===== src/rtl/mips_boot_ctrl.sv =====
// mips_boot_ctrl
//   Boot / run / dump sequencer for the pipe_MIPS32 core. On start it optionally
//   fills the register file with Reg[k]=k, streams a program into instruction
//   memory, releases the core, waits for HALT (or a cycle limit), then streams
//   the first DUMP_REGS registers back out.
//
// Ports
//   clk1, rst                  clock (rising edge), asynchronous active-high reset
//   start                      one-cycle go pulse, honoured only in IDLE or DONE
//   load_valid/ready/data/last program word stream into the controller
//   imem_we/addr/wdata         instruction memory write port
//   rf_we/addr/wdata, rf_rdata register file init write port / dump read port
//   cpu_run, cpu_halted        core release and core HALTED flag
//   dump_valid/ready/data/idx/last  register dump stream out of the controller
//   cycle_count                cycles spent in RUN, saturating at MAX_CYCLES
//   done, timeout, load_err    sequence status flags

module mips_boot_ctrl #(
   parameter int DATA_W     = 32,
   parameter int IMEM_AW    = 10,
   parameter int RF_AW      = 5,
   parameter int DUMP_REGS  = 6,
   parameter int MAX_CYCLES = 1024,
   parameter int CNT_W      = 16,
   parameter int RF_INIT_ID = 1
) (
   input  logic               clk1,
   input  logic               rst,
   input  logic               start,
   input  logic               load_valid,
   output logic               load_ready,
   input  logic [DATA_W-1:0]  load_data,
   input  logic               load_last,
   output logic               imem_we,
   output logic [IMEM_AW-1:0] imem_addr,
   output logic [DATA_W-1:0]  imem_wdata,
   output logic               rf_we,
   output logic [RF_AW-1:0]   rf_addr,
   output logic [DATA_W-1:0]  rf_wdata,
   input  logic [DATA_W-1:0]  rf_rdata,
   output logic               cpu_run,
   input  logic               cpu_halted,
   output logic               dump_valid,
   input  logic               dump_ready,
   output logic [DATA_W-1:0]  dump_data,
   output logic [RF_AW-1:0]   dump_idx,
   output logic               dump_last,
   output logic [CNT_W-1:0]   cycle_count,
   output logic               done,
   output logic               timeout,
   output logic               load_err
);

   typedef enum logic [2:0] {
      S_IDLE, S_INIT_RF, S_LOAD, S_RUN, S_DUMP, S_DONE, S_ERR
   } state_t;

   localparam logic [RF_AW-1:0]   RF_LAST   = '1;
   localparam logic [IMEM_AW-1:0] IMEM_LAST = '1;
   localparam logic [RF_AW-1:0]   DUMP_LAST = RF_AW'(DUMP_REGS - 1);
   localparam logic [CNT_W-1:0]   CNT_MAX   = CNT_W'(MAX_CYCLES);

   state_t             state, state_nxt;
   logic [RF_AW-1:0]   rf_k;     // register being initialised
   logic [IMEM_AW-1:0] wcnt;     // next program word address
   logic [RF_AW-1:0]   idx;      // register being dumped
   logic               accept;
   logic               beat;
   logic               dump_hs;

   assign accept  = start && (state == S_IDLE || state == S_DONE);
   assign beat    = (state == S_LOAD) && load_valid;
   assign dump_hs = (state == S_DUMP) && dump_valid && dump_ready;

   // Next state and the purely state-decoded outputs. cpu_run is decoded from
   // the state so an asynchronous reset removes it in the same instant.
   always_comb begin
      state_nxt  = state;
      load_ready = 1'b0;
      imem_we    = 1'b0;
      imem_addr  = '0;
      imem_wdata = '0;
      rf_we      = 1'b0;
      rf_addr    = '0;
      rf_wdata   = '0;
      cpu_run    = 1'b0;
      case (state)
         S_IDLE, S_DONE: begin
            if (accept) state_nxt = (RF_INIT_ID != 0) ? S_INIT_RF : S_LOAD;
         end
         S_INIT_RF: begin
            rf_we    = 1'b1;
            rf_addr  = rf_k;
            rf_wdata = DATA_W'(rf_k);
            if (rf_k == RF_LAST) state_nxt = S_LOAD;
         end
         S_LOAD: begin
            load_ready = 1'b1;
            imem_we    = load_valid;
            imem_addr  = wcnt;
            imem_wdata = load_data;
            if (beat) begin
               if (load_last)              state_nxt = S_RUN;
               else if (wcnt == IMEM_LAST) state_nxt = S_ERR;
            end
         end
         S_RUN: begin
            cpu_run = 1'b1;
            // HALT is tested first so a halt on the limit cycle is not a timeout.
            if (cpu_halted || cycle_count >= CNT_MAX) state_nxt = S_DUMP;
         end
         S_DUMP: begin
            rf_addr = idx;
            if (dump_hs && dump_last) state_nxt = S_DONE;
         end
         S_ERR:   state_nxt = S_ERR;
         default: state_nxt = S_IDLE;
      endcase
   end

   // State register, counters and registered outputs.
   always_ff @(posedge clk1 or posedge rst) begin
      if (rst) begin
         state       <= S_IDLE;
         rf_k        <= '0;
         wcnt        <= '0;
         idx         <= '0;
         cycle_count <= '0;
         done        <= 1'b0;
         timeout     <= 1'b0;
         load_err    <= 1'b0;
         dump_valid  <= 1'b0;
         dump_data   <= '0;
         dump_idx    <= '0;
         dump_last   <= 1'b0;
      end else begin
         state <= state_nxt;
         case (state)
            S_IDLE, S_DONE: begin
               if (accept) begin
                  done        <= 1'b0;
                  timeout     <= 1'b0;
                  load_err    <= 1'b0;
                  cycle_count <= '0;
                  rf_k        <= '0;
                  wcnt        <= '0;
                  idx         <= '0;
               end
            end
            S_INIT_RF: rf_k <= rf_k + RF_AW'(1);
            S_LOAD: begin
               if (beat) begin
                  wcnt <= wcnt + IMEM_AW'(1);
                  // The first RUN cycle already reports one cycle.
                  if (load_last)              cycle_count <= CNT_W'(1);
                  else if (wcnt == IMEM_LAST) load_err    <= 1'b1;
               end
            end
            S_RUN: begin
               if (cpu_halted)                timeout     <= 1'b0;
               else if (cycle_count >= CNT_MAX) timeout   <= 1'b1;
               else                           cycle_count <= cycle_count + CNT_W'(1);
            end
            S_DUMP: begin
               // A word is captured from the combinational read one cycle after
               // rf_addr moves, then held until the consumer takes it.
               if (!dump_valid) begin
                  dump_valid <= 1'b1;
                  dump_data  <= rf_rdata;
                  dump_idx   <= idx;
                  dump_last  <= (idx == DUMP_LAST);
               end else if (dump_ready) begin
                  dump_valid <= 1'b0;
                  dump_data  <= '0;
                  dump_idx   <= '0;
                  dump_last  <= 1'b0;
                  if (dump_last) done <= 1'b1;
                  else           idx  <= idx + RF_AW'(1);
               end
            end
            default: ;
         endcase
      end
   end

endmodule


===== config.mk =====
export PLATFORM = sky130hd
export DESIGN_NAME = mips_boot_ctrl
export DESIGN_NICKNAME = d
export VERILOG_FILES = /design/src/rtl/mips_boot_ctrl.sv
export SDC_FILE = /design/constraint.sdc
export NUM_CORES = 1
export LEC_CHECK = 0
export CORE_MARGIN = 2
export CORE_UTILIZATION = 36
export DETAILED_ROUTE_END_ITERATION = 7
export GPL_ROUTABILITY_DRIVEN = 0
export PLACE_DENSITY_LB_ADDON = 0.1
export RECOVER_POWER = 25
export SLEW_MARGIN = 20
export SYNTH_ARGS = -nofsm -noshare
export SYNTH_HDL_FRONTEND = slang
export SYNTH_SLANG_ARGS = --single-unit

===== constraint.sdc =====
create_clock -name clk1 -period 3.07 [get_ports clk1]
set_clock_uncertainty 0.05 [all_clocks]
set_input_delay 0.614 -clock clk1 [delete_from_list [all_inputs] [get_ports clk1]]
set_output_delay 0.614 -clock clk1 [all_outputs]
set_load 0.02 [all_outputs]

==> flow_summary.yaml <==
worst_setup_path:
  r2r_cells: 9
  r2r_start: "state[1]"
  critical_path.max_fanout: 11
  setup.worst_path.class: "flip-flop to output port"
  crit_arrival_ns: 2.30
  start_kind: "flip-flop"
  r2r-end: "cycle_count[4]"
  end_kind: "output port"
  cp.required_ns: 2.41
  reg2reg_setup_slack_ns: 0.53
clock_tree:
  cts_tree: "done"
  hold_buffers: 0
  clockBufferDepth: 2
  cts_max_level: 3
  clock-sinks: 81
  cts_inserted_buffers: 9
  cts_root_buffer: "clkbuf_16"
  clk_latency_ns: 0.33
  post-cts-setup-buffers: 0
  clk_pin_slew_worst_paths_ns: 0.06
timing:
  hold_viol: 0
  post-route-min-period_ns: 2.96
  tns_ns: 0
  worstMarginPinSlew_ns: 1.65
  finalSetupViolCount: 0
  maxSlewViolCount: 38
  whs_ns: 0.446
  max_slew_margin_pct: -10.5
  period_share_pct: 96.5
  max_freq_mhz: 338
  rsz0062_at_grt: "no"
global_routing:
  grt_pass1_vias: 3949
  grt_max_degree: 48
  grt_usage_pct: 18.8
  antenna_found_initial: 0
  grt.overflow.total: 0
  grt_pass1_wl_mm: 19.4
hold_path:
  hold_start: "dump_data[27]"
  hp-class: "flip-flop to flip-flop"
  hold_path_end: "dump_data[27]"
  hold_path_depth: 1
detailed_routing:
  viasPerCell: 5.20
  vias: 3939
  wl_per_cell_um: 15.9
  wirelength_mm: 12.0
  drtAntennaViolNets: 0
  first_pass_iters: 7
  drt_iter0_drc: 246
  drc: 17
yosys:
  yosysWarnings: 0
  synth_edf_count: 0
  ys_types: 57
  synth-seq-area-share_pct: 47.5
  avgSynthCellArea_um2: 9.90
  synthArstFlopShare_pct: 100
  synthesis.area_mm2: 0.00427
  synthCells: 431
  synthFlopType: "dfrtp_1"
  ys_ff_latch: 81
place:
  place_hpwl_mm: 8.76
  placed_area_mm2: 0.00616
  numPortBuffers: 184
cells_and_area:
  drive_gt1_share_pct: 7.00
  num_antenna_cells: 0
  syn2layout_area_growth_pct: 51.3
  design_area_mm2: 0.00646
  fin_nets: 687
die:
  die_h_um: 113
  start_util_pct: 37.0
  core.rowCount: 39
  core_area_mm2: 0.0115
  dieArea_mm2: 0.0127
  die_x_um: 113
  pin_count: 212
status:
  status: "finished with violations"
  failed_checks: "design-rule violations, max-capacitance violations, max-slew violations"
power_and_ir_drop:
  ir_worst_vdd_mv: 0.325
  power.leakage_nw: 2.97
  power_density_mw_per_mm2: 843
flow_run:
  maxCapViolCount: 1
[cells in the mapped netlist (8+ instances only)]
cell type	instances	area share, %
nand2_1	27	2.4
a22o_1	38	7.8
a21oi_1	9	1.1
inv_1	8	0.70
buf_4	29	5.1
dfrtp_1	81	48
and3_1	47	6.9
nor2_1	33	2.9
o21ai_0	22	2.6
nand3_1	8	0.94
clkbuf_1	15	1.3
[worst max-delay path, cell delays in order (launching register included)]
cell	delay [ns]
dfrtp_1	0.38
or3b_2	0.55
inv_2	0.17
and2_1	0.17
a21o_1	0.10
clkdlybuf4s50_1	0.59
[where the power goes]
part           switching (mW)  internal [mW]  total (mW)  leakage [nW]
Clock                   0.462          0.647        1.11         0.153
Sequential              0.224           1.36        1.59          1.09
Combinational            1.51           1.24        2.75          1.73
[layout by cell type (no fill, tap or decap), types with 8 or more instances in the layout]
master	n
conb_1	27
and3_1	47
dfrtp_1	81
a22o_1	38
nor2_1	32
clkdlybuf4s50_1	183
o21ai_0	22
nand3_1	8
a21oi_1	8
clkbuf_16	9
buf_4	12
nand2_1	27
[per-stage QoR]
step / utilization [%] / power (mW) / worst slack [ns] / cells
after global routing: 56.1 / 5.79 / 0.00386 / 757
after detailed placement: 53.5 / 4.36 / 0.358 / 741
final: 56.1 / 5.44 / 0.108 / 757
after floorplan: - / 3.24 / 0.326 / 457
after global placement: 53.5 / 4.33 / 0.432 / 741
after CTS: 56.2 / 5.50 / 0.0817 / 757
[logic make-up (layout without fill, tap and decap cells)]
family | after synthesis | after routing | synth area share [%]
compound gates | 105 | 105 | 17.9
xor+xnor | 10 | 10 | 2.05
fa+ha+maj | 7 | 7 | 2.05
buf+inv | 64 | 221 | 8.91
flops | 81 | 81 | 47.5
mux | 4 | 4 | 0.997
other cells | 1 | 27 | 0.0879
simple gates | 159 | 159 | 20.4
[flip-flops by register name, summed over array words and instances, names as in the netlist]
signal       flops
dump_last        1
dump_idx         5
state            3
rf_k             5
dump_valid       1
idx              5
load_err         1
done             1
cycle_count     16
dump_data       32
wcnt            10
timeout          1
[worst max-delay path by stage]
stage,start,endpoint,slack [ns],depth (start not counted)
finish,state[1],rf_addr[1],0.11,5
global route,state[1],rf_addr[2],0.004,5
CTS,state[1],rf_addr[1],0.08,5
detailed placement,state[1],rf_addr[1],0.36,5
global placement,state[1],rf_addr[3],0.43,5
floorplan,rst,cycle_count[0],0.33,1
[cell type report]
| type | count | area [um^2] |
|---|---|---|
| clock buffers | 9 | 225 |
| clock inverters | 7 | 85.1 |
| fillers | 1041 | 5060 |
| inverters | 8 | 31.3 |
| multi-input cells | 312 | 1970 |
| flip-flops and latches | 81 | 2030 |
| well taps | 143 | 179 |
| repair buffers | 197 | 1940 |
[layer usage]
layer | track usage [%] | share of wire, %
met5 | 0 | 0
met4 | 5.37 | 0.81
met2 | 31.9 | 48
met1 | 23.8 | 42
met3 | 5.09 | 9.3
[timing repair]
item	4_1_cts	5_1_grt
gates resized for setup	1	0
endpoints found under the setup margin	2	0
endpoints found under the hold margin	0	0
Power figures use the tool's default switching activity.
